[config.mk]
export PLATFORM = sky130hd
export DESIGN_NAME = key_debounce_pulse
export DESIGN_NICKNAME = d
export VERILOG_FILES = /design/src/rtl/key_debounce_pulse_pkg.sv /design/src/rtl/key_debounce_pulse_bit.sv /design/src/rtl/key_debounce_pulse.sv
export SDC_FILE = /design/constraint.sdc
export NUM_CORES = 1
export LEC_CHECK = 0
export CAP_MARGIN = 20
export CORE_ASPECT_RATIO = 1.75
export CORE_MARGIN = 10
export CORE_UTILIZATION = 51
export DETAILED_ROUTE_END_ITERATION = 6
export GPL_TIMING_DRIVEN = 0
export PLACE_DENSITY = 0.65
export SYNTH_ARGS = -nofsm -noshare
export SYNTH_HDL_FRONTEND = slang
export SYNTH_SLANG_ARGS = --single-unit
[constraint.sdc]
create_clock -name CLK -period 2.1 [get_ports CLK]
set_input_delay 0.525 -clock CLK [delete_from_list [all_inputs] [get_ports CLK]]
set_output_delay 0.525 -clock CLK [all_outputs]
set_load 0.05 [all_outputs]
[src/rtl/key_debounce_pulse_pkg.sv]
// Shared types and constants for the five-key debounce and pulse front end.
package key_debounce_pulse_pkg;

    localparam int NUM_KEYS                = 5;
    localparam int DEFAULT_DEBOUNCE_CYCLES = 16;

    typedef enum logic [2:0] {
        KEY_NONE = 3'd0,
        KEY_1    = 3'd1,
        KEY_2    = 3'd2,
        KEY_3    = 3'd3,
        KEY_4    = 3'd4,
        KEY_5    = 3'd5
    } key_id_t;

    typedef enum logic {
        IDLE = 1'b0,
        HELD = 1'b1
    } state_t;

    // Index of the lowest-numbered set key; K1 wins over every other key.
    function automatic key_id_t first_key(input logic [NUM_KEYS-1:0] keys);
        key_id_t id;
        id = KEY_NONE;
        for (int i = NUM_KEYS - 1; i >= 0; i--) begin
            if (keys[i]) id = key_id_t'(3'(i + 1));
        end
        return id;
    endfunction

endpackage

[src/rtl/key_debounce_pulse_bit.sv]
// Two-flop synchronizer plus counter-based debouncer for one raw button.
module key_debounce_bit #(
    parameter int DEBOUNCE_CYCLES = 16,
    parameter int CNT_W           = 16
) (
    input  logic i_clk,
    input  logic i_rst,
    input  logic i_raw,
    output logic o_db
);

    localparam logic [CNT_W-1:0] LP_CNT_MAX = CNT_W'(DEBOUNCE_CYCLES - 1);

    logic             r_meta;
    logic             r_sync;
    logic             r_db;
    logic [CNT_W-1:0] r_cnt;

    // NOTE: sequential state uses non-blocking assignments so every flop
    // samples pre-edge values; the synchronizer chain relies on this.
    always_ff @(posedge i_clk) begin
        if (i_rst) begin
            r_meta <= 1'b0;
            r_sync <= 1'b0;
            r_db   <= 1'b0;
            r_cnt  <= '0;
        end else begin
            r_meta <= i_raw;
            r_sync <= r_meta;
            if (r_sync == r_db) begin
                r_cnt <= '0;
            end else if (r_cnt == LP_CNT_MAX) begin
                r_db  <= r_sync;
                r_cnt <= '0;
            end else begin
                r_cnt <= r_cnt + 1'b1;
            end
        end
    end

    assign o_db = r_db;

endmodule

[src/rtl/key_debounce_pulse.sv]
// Five-key front end: per-key debounce, K1-first priority pick, and a
// press/release lockout FSM that emits one single-cycle pulse per press.
module key_debounce_pulse
    import key_debounce_pulse_pkg::*;
#(
    parameter int DEBOUNCE_CYCLES = DEFAULT_DEBOUNCE_CYCLES,
    parameter int CNT_W           = 16
) (
    input  logic                CLK,
    input  logic                RST,
    input  logic [NUM_KEYS-1:0] KEY_RAW,
    output logic                K1,
    output logic                K2,
    output logic                K3,
    output logic                K4,
    output logic                K5,
    output logic                KEY_VALID,
    output logic [2:0]          KEY_ID,
    output logic                BUSY
);

    logic [NUM_KEYS-1:0] w_db;
    logic [NUM_KEYS-1:0] w_first_hot;

    for (genvar g = 0; g < NUM_KEYS; g++) begin : g_key
        key_debounce_bit #(
            .DEBOUNCE_CYCLES (DEBOUNCE_CYCLES),
            .CNT_W           (CNT_W)
        ) u_db (
            .i_clk (CLK),
            .i_rst (RST),
            .i_raw (KEY_RAW[g]),
            .o_db  (w_db[g])
        );
    end

    // Isolates the lowest set bit, giving the K1-first one-hot choice.
    assign w_first_hot = w_db & (~w_db + 5'd1);

    state_t              r_state;
    logic [NUM_KEYS-1:0] r_pulse;
    logic                r_valid;
    key_id_t             r_key_id;
    logic                r_busy;

    always_ff @(posedge CLK) begin
        if (RST) begin
            r_state  <= IDLE;
            r_pulse  <= '0;
            r_valid  <= 1'b0;
            r_key_id <= KEY_NONE;
            r_busy   <= 1'b0;
        end else begin
            r_pulse <= '0;
            r_valid <= 1'b0;
            case (r_state)
                IDLE: begin
                    if (|w_db) begin
                        r_pulse  <= w_first_hot;
                        r_valid  <= 1'b1;
                        r_key_id <= first_key(w_db);
                        r_state  <= HELD;
                        r_busy   <= 1'b1;
                    end
                end
                HELD: begin
                    // Other presses while held are dropped, not queued.
                    if (w_db == '0) begin
                        r_state <= IDLE;
                        r_busy  <= 1'b0;
                    end
                end
                default: begin
                    r_state <= IDLE;
                    r_busy  <= 1'b0;
                end
            endcase
        end
    end

    assign K1        = r_pulse[0];
    assign K2        = r_pulse[1];
    assign K3        = r_pulse[2];
    assign K4        = r_pulse[3];
    assign K5        = r_pulse[4];
    assign KEY_VALID = r_valid;
    assign KEY_ID    = r_key_id;
    assign BUSY      = r_busy;

endmodule

==> parameters.txt, run 1 <==
Parameter                              Value

Outcome
  Outcome    completed

Power
  IR Drop Worst-Case VDD    0.570 mV
  Total Power Consumption    3.67 mW
  Power per Cell Area    745 nW/um^2
  Pleak    1.54 nW

STA
  Period minus WS final    2.04 ns
  Hold Violations, Final    0
  Max-Slew Margin vs Limit    65.5%
  Actual slew at the worst max-slew pin    0.515 ns
  Unrepaired setup endpoints after global routing    false
  Fin crit share    97.3%
  Clock tree skew after final layout    0.00922 ns
  Final setup viols    0
  Sum Neg Setup Slack    0 ns
  Fmax achieved    489 MHz
  Final Max Slew Viols    0

Routing
  Number of detailed-routing iterations run before antenna repair    4
  Number of DRC markers in iteration 0    118
  Routed len/inst    12.3 um
  Remaining antenna violation count    0
  Vias    3271
  Vias per std cell    5.21
  Routed WL    7710 um
  DRC violation count after routing    0

Critical path
  Setup slack on the worst flop-to-flop path    0.26 ns
  Chain of cells forming the critical path    clkdlybuf4s50_1
  Critical path peak fanout    2
  Slowest stage delay, CP    0.82 ns
  Critical R2R Capture    g_key[4].u_db.r_cnt[11]$_SDFF_PP0_
  Origin of the critical flop-to-flop path    g_key[4].u_db.r_cnt[0]$_SDFF_PP0_
  Reg2reg path depth    6
  Worst-path cell with the longest stage delay    sky130_fd_sc_hd__clkdlybuf4s50_1
  Worst Path Buf+Inv    1
  Data arrival, critical path    1.52 ns
  Family with the most delay on the worst path    buffers and inverters
  Startpoint kind of the worst setup timing path    flip-flop
  Required time of the critical path    1.57 ns
  Endpoint class of the critical path    primary output
  Critical path start-end classification    reg2out

Yosys
  Most numerous cell in the Yosys netlist    sky130_fd_sc_hd__dfxtp_1
  Top cells by area in the synthesized netlist    sky130_fd_sc_hd__dfxtp_1, sky130_fd_sc_hd__xnor2_1, sky130_fd_sc_hd__nor2_1
  Number of enable-type register cells in the synthesized netlist    0
  Synth Cell Area    4330 um^2
  Simple-gate portion of the synthesized area    29.7%
  Part of the Yosys area used for sequential elements    49.0%
  Net count after synthesis    496
  Mux contribution to synthesized area    1.39%
  Dominant combinational cell family by area after synthesis    simple AND/OR/NAND/NOR gates
  Flip-flop cell with the highest count after synthesis    sky130_fd_sc_hd__dfxtp_1
  Xor/xnor cell area share of the yosys netlist    15.0%
  Fraction of the mapped netlist area in adder cells    2.02%
  Compound-Gate Fraction of Synth Area    0.808%
  Top post-synthesis cells by count    sky130_fd_sc_hd__dfxtp_1, sky130_fd_sc_hd__nor2_1, sky130_fd_sc_hd__xnor2_1
  Flip-flop and latch count after synthesis    106
  Synthesized netlist cell count    482
  Top cell type's share of synthesized area    49.0%
  Per-instance average area after synthesis    8.99 um^2
  Share of synthesized flip-flops with an asynchronous set or reset    0%
  Count of yosys warnings during synthesis    0
  Cell variety after synth    29
  Leading area contributor after synthesis    sky130_fd_sc_hd__dfxtp_1

Min path
  Sink of the worst hold path    g_key[4].u_db.r_sync$_SDFF_PP0_
  Hold path cells    1
  Hold Path Class    reg2reg
  Hold path start    g_key[4].u_db.r_meta$_SDFF_PP0_

GRT
  Pin count of the biggest net entering global routing    19
  Antenna violations before repair    0
  Global-route wire length before repair    13800 um
  Total routing resource utilization after global routing    13.4%
  Vias in the first global route    3162
  Residual overflow from global routing    0

Layout
  Post-route cell area    4930 um^2
  Filler cells    738
  Utilization of the core after routing    59.3%
  Area Growth Syn to Fin    13.7%
  Diode count    0
  Layout cells sized above 1    4.29%
  Non-filler cells in the finished layout    628
  Layout net count    522

Placed design
  Dpl cells    613
  Post-detail-place hpwl    5710 um
  Port Buffers    16
  Cell Area, Placed    4640 um^2
  Routability-driven placement congestion ratio    0.845

Floorplan
  Number of cell rows    44
  Floorplan Core Area    8310 um^2
  DIE HEIGHT    142 um
  Area enclosed by the die boundary    12700 um^2
  Width of the die    89.7 um
  Initial Util    52.1%
  Count of boundary I/O pins    17

Clocking
  Maximum root-to-sink buffer count    2
  CTS H-tree depth    3
  Count of cells resized by post-cts repair    0
  TritonCTS clock tree    done
  Clock-pin slew on the worst setup and hold paths    0.07 ns
  Count of hold buffers inserted by post-cts repair    0
  Number of clock buffers inserted by TritonCTS    9
  CTS sink count    106
  Clk_lat worst skew    0.35 ns
  Post-CTS Setup Inserts    0
  Root Buffer    sky130_fd_sc_hd__clkbuf_16

Job
  Max cap viols    0
[cell families (layout without fill, tap and decap cells)]
logic type,Yosys count,after routing
muxes,6,6
DFF,106,106
xor gates and xnor gates,74,74
AOI/OAI and AO/OA,6,6
adders and majority gates,7,7
and+or+nand+nor,258,258
buffers and inverters,25,56
[per-stage QoR]
step,setup slack (ns),hold WS (ns)
after floorplan,0.575,0.414
after global placement,-0.307,0.421
after detailed placement,-0.366,0.425
after CTS,0.00638,0.442
after global routing,0.00698,0.465
final,0.0564,0.439
[routing by layer]
| layer | vias up | wire length [um] | global-route usage [%] |
|---|---|---|---|
| met1 | 1507 | 3240 | 14.5 |
| met3 | 15 | 251 | 3.04 |
| met4 | 0 | 180 | 6.73 |
| met5 | - | 0 | 0 |
| met2 | 44 | 4030 | 23.3 |
| li1 | 1705 | - | - |
[sequential cells by signal (all words and copies together) (netlist names)]
name,count
g_key.u_db.o_db,5
g_key.u_db.r_meta,5
BUSY,1
g_key.u_db.r_sync,5
r_pulse,5
r_state,1
g_key.u_db.r_cnt,80
KEY_ID,3
KEY_VALID,1
[cell type report]
| type | count | area [um^2] | area share (%) |
|---|---|---|---|
| Multi-Input combinational cell | 351 | 2120 | 43.0 |
| Buffer | 9 | 36.3 | 0.737 |
| Tap cell | 115 | 144 | 2.92 |
| Timing Repair Buffer | 16 | 160 | 3.25 |
| Sequential cell | 106 | 2120 | 43.1 |
| Clock inverter | 6 | 51.3 | 1.04 |
| Inverter | 15 | 56.3 | 1.14 |
| Clock buffer | 10 | 239 | 4.85 |
[worst max path at each step]
stage                                            from                                 end  slack [ns]  cells after the start
floorplan           g_key[2].u_db.r_cnt[0]$_SDFF_PP0_  g_key[2].u_db.r_cnt[10]$_SDFF_PP0_        0.58                      6
global placement                                  RST  g_key[1].u_db.r_cnt[11]$_SDFF_PP0_       -0.31                      6
detailed placement                                RST  g_key[1].u_db.r_cnt[15]$_SDFF_PP0_       -0.37                      6
CTS                                               RST  g_key[1].u_db.r_cnt[15]$_SDFF_PP0_       0.006                      6
global route                        BUSY$_SDFFE_PP0P_                                BUSY       0.007                      1
finish                              BUSY$_SDFFE_PP0P_                                BUSY        0.06                      1
[power breakdown]
group	internal [mW]	switching, mW	total, mW
Clock	0.848	0.744	1.59
Combinational	0.0219	0.0282	0.0501
Sequential	2.02	0.00621	2.03
[cells in the final DEF (no fill, tap or decap), types with 2 or more instances in the layout]
cell type                         count
sky130_fd_sc_hd__clkdlybuf4s50_1     16
sky130_fd_sc_hd__dfxtp_1            106
sky130_fd_sc_hd__nor2b_1             10
sky130_fd_sc_hd__nand2_1             21
sky130_fd_sc_hd__xnor2_1             63
sky130_fd_sc_hd__nor3_1              23
sky130_fd_sc_hd__nand2b_1             2
sky130_fd_sc_hd__nand4_1             20
sky130_fd_sc_hd__nor2_1             101
sky130_fd_sc_hd__nand4_2              2
sky130_fd_sc_hd__clkbuf_1             6
sky130_fd_sc_hd__and3_1              11
sky130_fd_sc_hd__clkinv_4             4
sky130_fd_sc_hd__a21oi_1              4
sky130_fd_sc_hd__inv_1               15
sky130_fd_sc_hd__and2_1               2
sky130_fd_sc_hd__nor4_1              35
sky130_fd_sc_hd__clkbuf_16            9
sky130_fd_sc_hd__ha_1                 7
sky130_fd_sc_hd__nand3_1             24
sky130_fd_sc_hd__nor4b_1              2
sky130_fd_sc_hd__mux2i_1              6
sky130_fd_sc_hd__xor2_1              11
Note: power is estimated with default switching activity, not from simulation.
==> inputs of run 2 (changes only) <==
Settings changed: CORE_MARGIN 10 to unset.
Clock period 2.1 ns to 2.55 ns, I/O delays scaled along.
==> run 2 against run 1 <==
Effect of this change: clock power is 5% lower; combinational power decreased by 17%; worst hold slack about the same; core utilization increased by 0.67 points; sequential share of layout area shrank 0.20 points; critical path depth did not move; non-clock buffer count is 1 higher; critical path type unchanged; largest cell class unchanged; highest routed layer unchanged.
==> parameters.txt, run 2 (same netlist as run 1, synthesis figures left out) <==
Parameter                              Value

Clocking
  CTS H-tree depth    3 (unchanged)
  Root Buffer    sky130_fd_sc_hd__clkbuf_16
  Number of clock buffers inserted by TritonCTS    9 (unchanged)
  Post-CTS Setup Inserts    0 (unchanged)
  CTS sink count    106 (unchanged)
  Count of cells resized by post-cts repair    0 (unchanged)
  Clk_lat worst skew    0.34 ns (about the same)
  Clock-pin slew on the worst setup and hold paths    0.06 ns (about the same)
  Count of hold buffers inserted by post-cts repair    0 (unchanged)
  Maximum root-to-sink buffer count    2 (unchanged)
  TritonCTS clock tree    done

GRT
  Met2 global-route usage    36.6% (+13 points)
  Residual overflow from global routing    0 (unchanged)
  Total routing resource utilization after global routing    19.4% (+6.0 points)
  Met1 Use GR    19.9% (+5.4 points)
  Global-route wire length before repair    13700 um (-1.3%)
  Global routing usage on met3    4.45% (+1.4 points)
  Antenna violations before repair    0 (unchanged)
  Pin count of the biggest net entering global routing    17 (-2)
  Vias in the first global route    3237 (+2.4%)
  Gr busiest metal    met2

Routing
  Routed len/inst    13.0 um (+5.6%)
  Remaining antenna violation count    0 (unchanged)
  Routed WL    7860 um (+1.9%)
  DRC violation count after routing    0 (unchanged)
  Vias    3330 (+1.8%)
  Vias per std cell    5.50 (+5.5%)
  Number of detailed-routing iterations run before antenna repair    4 (unchanged)
  Number of DRC markers in iteration 0    120 (+1.7%)

Power
  Power per Cell Area    650 nW/um^2 (-13%)
  Pleak    1.56 nW (+1.5%)
  IR Drop Worst-Case VDD    0.369 mV (-35%)

STA
  Final Max Slew Viols    0 (unchanged)
  Sum Neg Setup Slack    0 ns (unchanged)
  Fin crit share    83.9%
  Period minus WS final    2.14 ns
  Smallest setup slack after layout    0.410 ns (+0.354 ns)
  Fmax achieved    467 MHz
  Unrepaired setup endpoints after global routing    false
  Hold Violations, Final    0 (unchanged)
  Max-Slew Margin vs Limit    66.1% (+0.58 points)
  Clock tree skew after final layout    0.00837 ns (-0.000851 ns)
  Actual slew at the worst max-slew pin    0.507 ns (-0.00873 ns)
  Final setup viols    0 (unchanged)

Critical path
  Beginning of the critical path    BUSY$_SDFFE_PP0P_
  Slowest stage delay, CP    0.81 ns (about the same)
  Worst-path cell with the longest stage delay    sky130_fd_sc_hd__clkdlybuf4s50_1
  Origin of the critical flop-to-flop path    g_key[4].u_db.r_cnt[0]$_SDFF_PP0_
  Worst Path Buf+Inv    1 (unchanged)
  Required time of the critical path    1.91 ns (+0.34 ns)
  Data arrival, critical path    1.50 ns (-0.02 ns)
  Startpoint kind of the worst setup timing path    flip-flop
  Chain of cells forming the critical path    clkdlybuf4s50_1
  Critical path peak fanout    2 (unchanged)
  Critical path start-end classification    reg2out
  Family with the most delay on the worst path    buffers and inverters
  Endpoint class of the critical path    primary output

Min path
  Hold path start    g_key[1].u_db.r_meta$_SDFF_PP0_
  Hold Path Class    reg2reg

Placed design
  Routability-driven placement congestion ratio    0.796 (-5.8%)
  Port Buffers    16 (unchanged)
  Worst slack after detailed placement    0.00371 ns (+0.370 ns)
  Post-detail-place hpwl    5720 um (+0.15%)

Floorplan
  Number of cell rows    44 (unchanged)
  DIE HEIGHT    124 um (-13%)
  Count of boundary I/O pins    17 (unchanged)
  Initial Util    52.5% (+0.35 points)
  Width of the die    71.7 um (-20%)
  Floorplan Core Area    8260 um^2 (-0.66%)
  Area enclosed by the die boundary    8890 um^2 (-30%)

Outcome
  Outcome    completed

Layout
  Number of flip-flops in the largest register    80 (unchanged)
  Area of all sequential standard cells    2120 um^2 (unchanged)
  Most frequent cells in the layout    sky130_fd_sc_hd__dfxtp_1, sky130_fd_sc_hd__nor2_1, sky130_fd_sc_hd__xnor2_1, sky130_fd_sc_hd__nor4_1, sky130_fd_sc_hd__nand3_1
  Layout net count    523 (+0.19%)
  Layout cells sized above 1    4.09% (-0.20 points)
  Largest register by flop count    g_key.u_db.r_cnt
  Area Growth Syn to Fin    14.2%
  Multi-input gate area in the final layout    2120 um^2 (unchanged)
  Diode count    0 (unchanged)
  Commonest non-fill, non-tap cell in the layout    sky130_fd_sc_hd__dfxtp_1
  Filler cells    754 (+2.2%)

Job
  Max cap viols    0 (unchanged)
[run 2: cell types whose count changed in the layout (fill, tap and decap cells not counted)]
cell / before / now
sky130_fd_sc_hd__bufinv_16: 0 / 2
sky130_fd_sc_hd__clkbuf_1: 6 / 8
sky130_fd_sc_hd__clkbuf_2: 1 / 0
sky130_fd_sc_hd__clkbuf_8: 1 / 3
sky130_fd_sc_hd__clkinv_2: 0 / 1
sky130_fd_sc_hd__clkinv_4: 4 / 0
sky130_fd_sc_hd__inv_6: 1 / 0
[run 2: per-stage QoR]
| step | cells | hold slack (ns) | instance area, um^2 | util, % | total power [mW] |
|---|---|---|---|---|---|
| after floorplan | 482 | 0.414 | 4330 | - | 1.73 |
| after global placement | 590 | 0.419 | 4610 | 55.8 | 1.75 |
| after detailed placement | 590 | 0.426 | 4610 | 55.8 | 1.75 |
| after CTS | 606 | 0.442 | 4950 | 59.9 | 3.26 |
| after global routing | 606 | 0.459 | 4950 | 59.9 | 3.33 |
| final | 606 | 0.439 | 4950 | 59.9 | 3.22 |
[run 2: worst paths after layout]
kind / to / slack [ns] / cells past startpoint
max reg2reg: g_key[4].u_db.r_cnt[6]$_SDFF_PP0_ / 0.71 / 6
min reg2reg: g_key[1].u_db.r_sync$_SDFF_PP0_ / 0.44 / 1
min: g_key[1].u_db.r_sync$_SDFF_PP0_ / 0.44 / 1
max: BUSY / 0.41 / 1
[run 2: per-layer routing]
| layer | part of all wire, % | up-vias |
|---|---|---|
| li1 | - | 1699 |
| met1 | 40 | 1577 |
| met2 | 55 | 40 |
| met3 | 2.5 | 14 |
| met4 | 2.4 | 0 |
| met5 | 0 | - |
[run 2: final cells by class]
cell class              count  share of cell area [%]
flip-flops and latches    106                    42.9
multi-input cells         351                    42.8
clock buffers              12                    5.39
repair buffers             16                    3.24
well taps                  92                    2.33
clock inverters             4                    1.47
inverters                  15                    1.14
plain buffers              10                   0.784
[run 2: worst register-to-register path: cells and delay by family, from the launching register on]
family / cells / cell delay (ns)
adders and majority gates: 1 / 0.25
and+or+nand+nor: 4 / 0.68
DFF: 1 / 0.40
buffers and inverters: 1 / 0.38
[run 2: power by group]
| group | internal, mW | switching (mW) |
|---|---|---|
| clock network | 0.938 | 0.569 |
| logic | 0.0180 | 0.0234 |
| registers | 1.66 | 0.00556 |
==> inputs of run 3 (changes only) <==
Settings changed: PLACE_DENSITY 0.65 to 0.67.
Clock period 2.55 ns to 1.79 ns, I/O delays scaled along.
==> run 3 against run 2 <==
Effect of this change: clock skew fell by 0.0047 ns; via count fell by 0.54%; sequential power rose by 43%; core utilization fell by 0.14 points; routed wire length fell by 0.62%; die area did not move; critical path depth did not move; final cell count fell by 0.33%; cell area fell by 0.23%; non-clock buffer count fell by 2; sequential share of layout area rose by 0.098 points; register-to-register slack got worse by 0.56 ns; critical endpoint is now KEY_ID[2]; largest cell class is now multi-input combinational cells.
==> parameters.txt, run 3 (same netlist as run 1, synthesis figures left out) <==
Parameter                              Value

Min path
  Hold Path Class    reg2reg

Placed design
  Post-detail-place hpwl    5740 um (+0.21%)
  Port Buffers    16 (unchanged)
  Routability-driven placement congestion ratio    0.832 (+4.5%)
  Worst slack after detailed placement    -0.616 ns (-0.620 ns)
  Cell Area, Placed    4610 um^2 (unchanged)

Power
  Power per Cell Area    913 nW/um^2 (+40%)
  Clk network pwr share    45.9% (-0.9 points)
  Fraction of power consumed by sequential logic    52.8% (+0.9 points)
  Switching pwr    0.848 mW (+42%)
  Design internal power    3.66 mW (+40%)
  IR Drop Worst-Case VDD    0.616 mV (+67%)
  Combinational power share    1.3% (about the same)
  Pleak    1.61 nW (+2.7%)
  Total Power Consumption    4.51 mW (+40%)
  Sw Ratio    18.8% (+0.22 points)

Critical path
  Required time of the critical path    1.34 ns (-0.57 ns)
  Slowest stage delay, CP    0.53 ns (-0.28 ns)
  Family with the most delay on the worst path    buffers and inverters
  Critical path start-end classification    reg2out
  Worst Path Buf+Inv    1 (unchanged)
  Critical path peak fanout    2 (unchanged)
  Data arrival, critical path    1.21 ns (-0.29 ns)
  Startpoint kind of the worst setup timing path    flip-flop
  Chain of cells forming the critical path    dlygate4sd2_1
  Endpoint class of the critical path    primary output
  Worst-path cell with the longest stage delay    sky130_fd_sc_hd__dlygate4sd2_1

Routing
  Vias per std cell    5.48 (-0.21%)
  Number of DRC markers in iteration 0    123 (+2.5%)
  Routed WL    7810 um (-0.62%)
  Number of detailed-routing iterations run before antenna repair    6 (+2)
  Routed len/inst    12.9 um (-0.29%)
  DRC violation count after routing    0 (unchanged)
  Vias    3312 (-0.54%)
  Remaining antenna violation count    0 (unchanged)

STA
  Hold Violations, Final    0 (unchanged)
  Fin crit share    92.7%
  Smallest setup slack after layout    0.131 ns (-0.280 ns)
  Clock tree skew after final layout    0.00367 ns (-0.00470 ns)
  Unrepaired setup endpoints after global routing    false
  Max-Slew Margin vs Limit    67.4% (+1.3 points)
  Final setup viols    0 (unchanged)
  Final Max Slew Viols    0 (unchanged)
  Hold WS    0.436 ns (-0.00274 ns)
  Actual slew at the worst max-slew pin    0.491 ns (-0.0157 ns)
  Period minus WS final    1.66 ns
  Fmax achieved    603 MHz

Clocking
  TritonCTS clock tree    done
  Root Buffer    sky130_fd_sc_hd__clkbuf_16
  Number of clock buffers inserted by TritonCTS    9 (unchanged)
  Count of hold buffers inserted by post-cts repair    0 (unchanged)
  Clock-pin slew on the worst setup and hold paths    0.06 ns (about the same)
  Clk_lat worst skew    0.34 ns (about the same)
  CTS sink count    106 (unchanged)
  CTS H-tree depth    3 (unchanged)
  Maximum root-to-sink buffer count    2 (unchanged)

Floorplan
  Count of boundary I/O pins    17 (unchanged)
  Area enclosed by the die boundary    8890 um^2 (unchanged)
  Number of cell rows    44 (unchanged)
  Initial Util    52.5% (unchanged)
  Width of the die    71.7 um (unchanged)
  DIE HEIGHT    124 um (unchanged)
  Floorplan Core Area    8260 um^2 (unchanged)

GRT
  Vias in the first global route    3193 (-1.4%)
  Total routing resource utilization after global routing    19.4% (-0.066 points)
  Antenna violations before repair    0 (unchanged)
  Residual overflow from global routing    0 (unchanged)
  Pin count of the biggest net entering global routing    17 (unchanged)
  Global-route wire length before repair    13500 um (-1.0%)

Layout
  Most frequent cells in the layout    sky130_fd_sc_hd__dfxtp_1, sky130_fd_sc_hd__nor2_1, sky130_fd_sc_hd__xnor2_1, sky130_fd_sc_hd__nor4_1, sky130_fd_sc_hd__nand3_1
  Layout net count    521 (-0.38%)
  Number of flip-flops in the largest register    80 (unchanged)
  Post-route cell area    4940 um^2 (-0.23%)
  Area Growth Syn to Fin    13.9%
  Diode count    0 (unchanged)
  Layout cells sized above 1    5.47% (+1.4 points)
  Largest register by flop count    g_key.u_db.r_cnt
  Filler cells    744 (-1.3%)
  Commonest non-fill, non-tap cell in the layout    sky130_fd_sc_hd__dfxtp_1

Job
  Max cap viols    0 (unchanged)

Outcome
  Outcome    completed
[run 3: cell count changes in the layout (fill, tap and decap cells not counted), moves of 2 or more]
cell and change:
sky130_fd_sc_hd__nand2_1 -5, sky130_fd_sc_hd__clkbuf_1 -3, sky130_fd_sc_hd__dlygate4sd2_1 +10, sky130_fd_sc_hd__nand2_2 +5, sky130_fd_sc_hd__clkdlybuf4s50_1 -10, sky130_fd_sc_hd__clkbuf_8 -2
[run 3: power groups by stage]
stage               sequential (mW)  clock, mW  combinational [mW]
finish                         2.38       2.07              0.0602
global route                   2.38       2.24              0.0674
CTS                            2.38       2.13              0.0603
floorplan                      2.43          0              0.0353
global placement               2.43          0              0.0593
detailed placement             2.43          0              0.0612
[run 3: layout make-up]
class                      count  area, um^2  area share, %
clock inverter                 4        75.1           1.52
inverter                      15        56.3           1.14
sequential                   106        2120           43.0
timing repair buffer          17         155           3.14
multi-input combinational    351        2130           43.2
tap                           92         115           2.33
buffer                         7        32.5          0.659
clock buffer                  12         246           4.99
[run 3: worst paths after layout]
path	start	to	slack, ns	cells after the start
worst max-delay path	KEY_ID[2]$_SDFFE_PP0P_	KEY_ID[2]	0.13	1
worst min-delay path	g_key[1].u_db.r_meta$_SDFF_PP0_	g_key[1].u_db.r_sync$_SDFF_PP0_	0.44	1
worst max register to register	g_key[4].u_db.r_cnt[0]$_SDFF_PP0_	g_key[4].u_db.r_cnt[11]$_SDFF_PP0_	0.15	6
worst min register to register	g_key[1].u_db.r_meta$_SDFF_PP0_	g_key[1].u_db.r_sync$_SDFF_PP0_	0.44	1
[run 3: stage by stage]
| stage | std cells | setup TNS, ns | util [%] |
|---|---|---|---|
| after floorplan | 482 | 0 | - |
| after global placement | 590 | -23.31 | 55.8 |
| after detailed placement | 590 | -28.51 | 55.8 |
| after CTS | 603 | 0 | 59.5 |
| after global routing | 604 | 0 | 59.8 |
| final | 604 | 0 | 59.8 |
[run 3: routing by layer]
| layer | vias to the layer above | global-route usage [%] | part of all wire (%) |
|---|---|---|---|
| met5 | - | 0 | 0 |
| met4 | 0 | 9.07 | 2.0 |
| met3 | 12 | 4.77 | 2.3 |
| met2 | 30 | 36.4 | 55 |
| met1 | 1570 | 19.7 | 41 |
| li1 | 1700 | - | - |
[run 3: repair_timing]
action / CTS / global route
hold endpoints to repair: 0 / 0
setup endpoints to repair: 60 / 65
gates resized for setup: 12 / 8
setup buffers: 0 / 1
[run 3: worst register-to-register path, delay by kind of cell, from the launching register on]
family | cells | cell delay, ns
simple gates | 4 | 0.66
buf+inv | 1 | 0.22
flops | 1 | 0.40
fa+ha+maj | 1 | 0.25
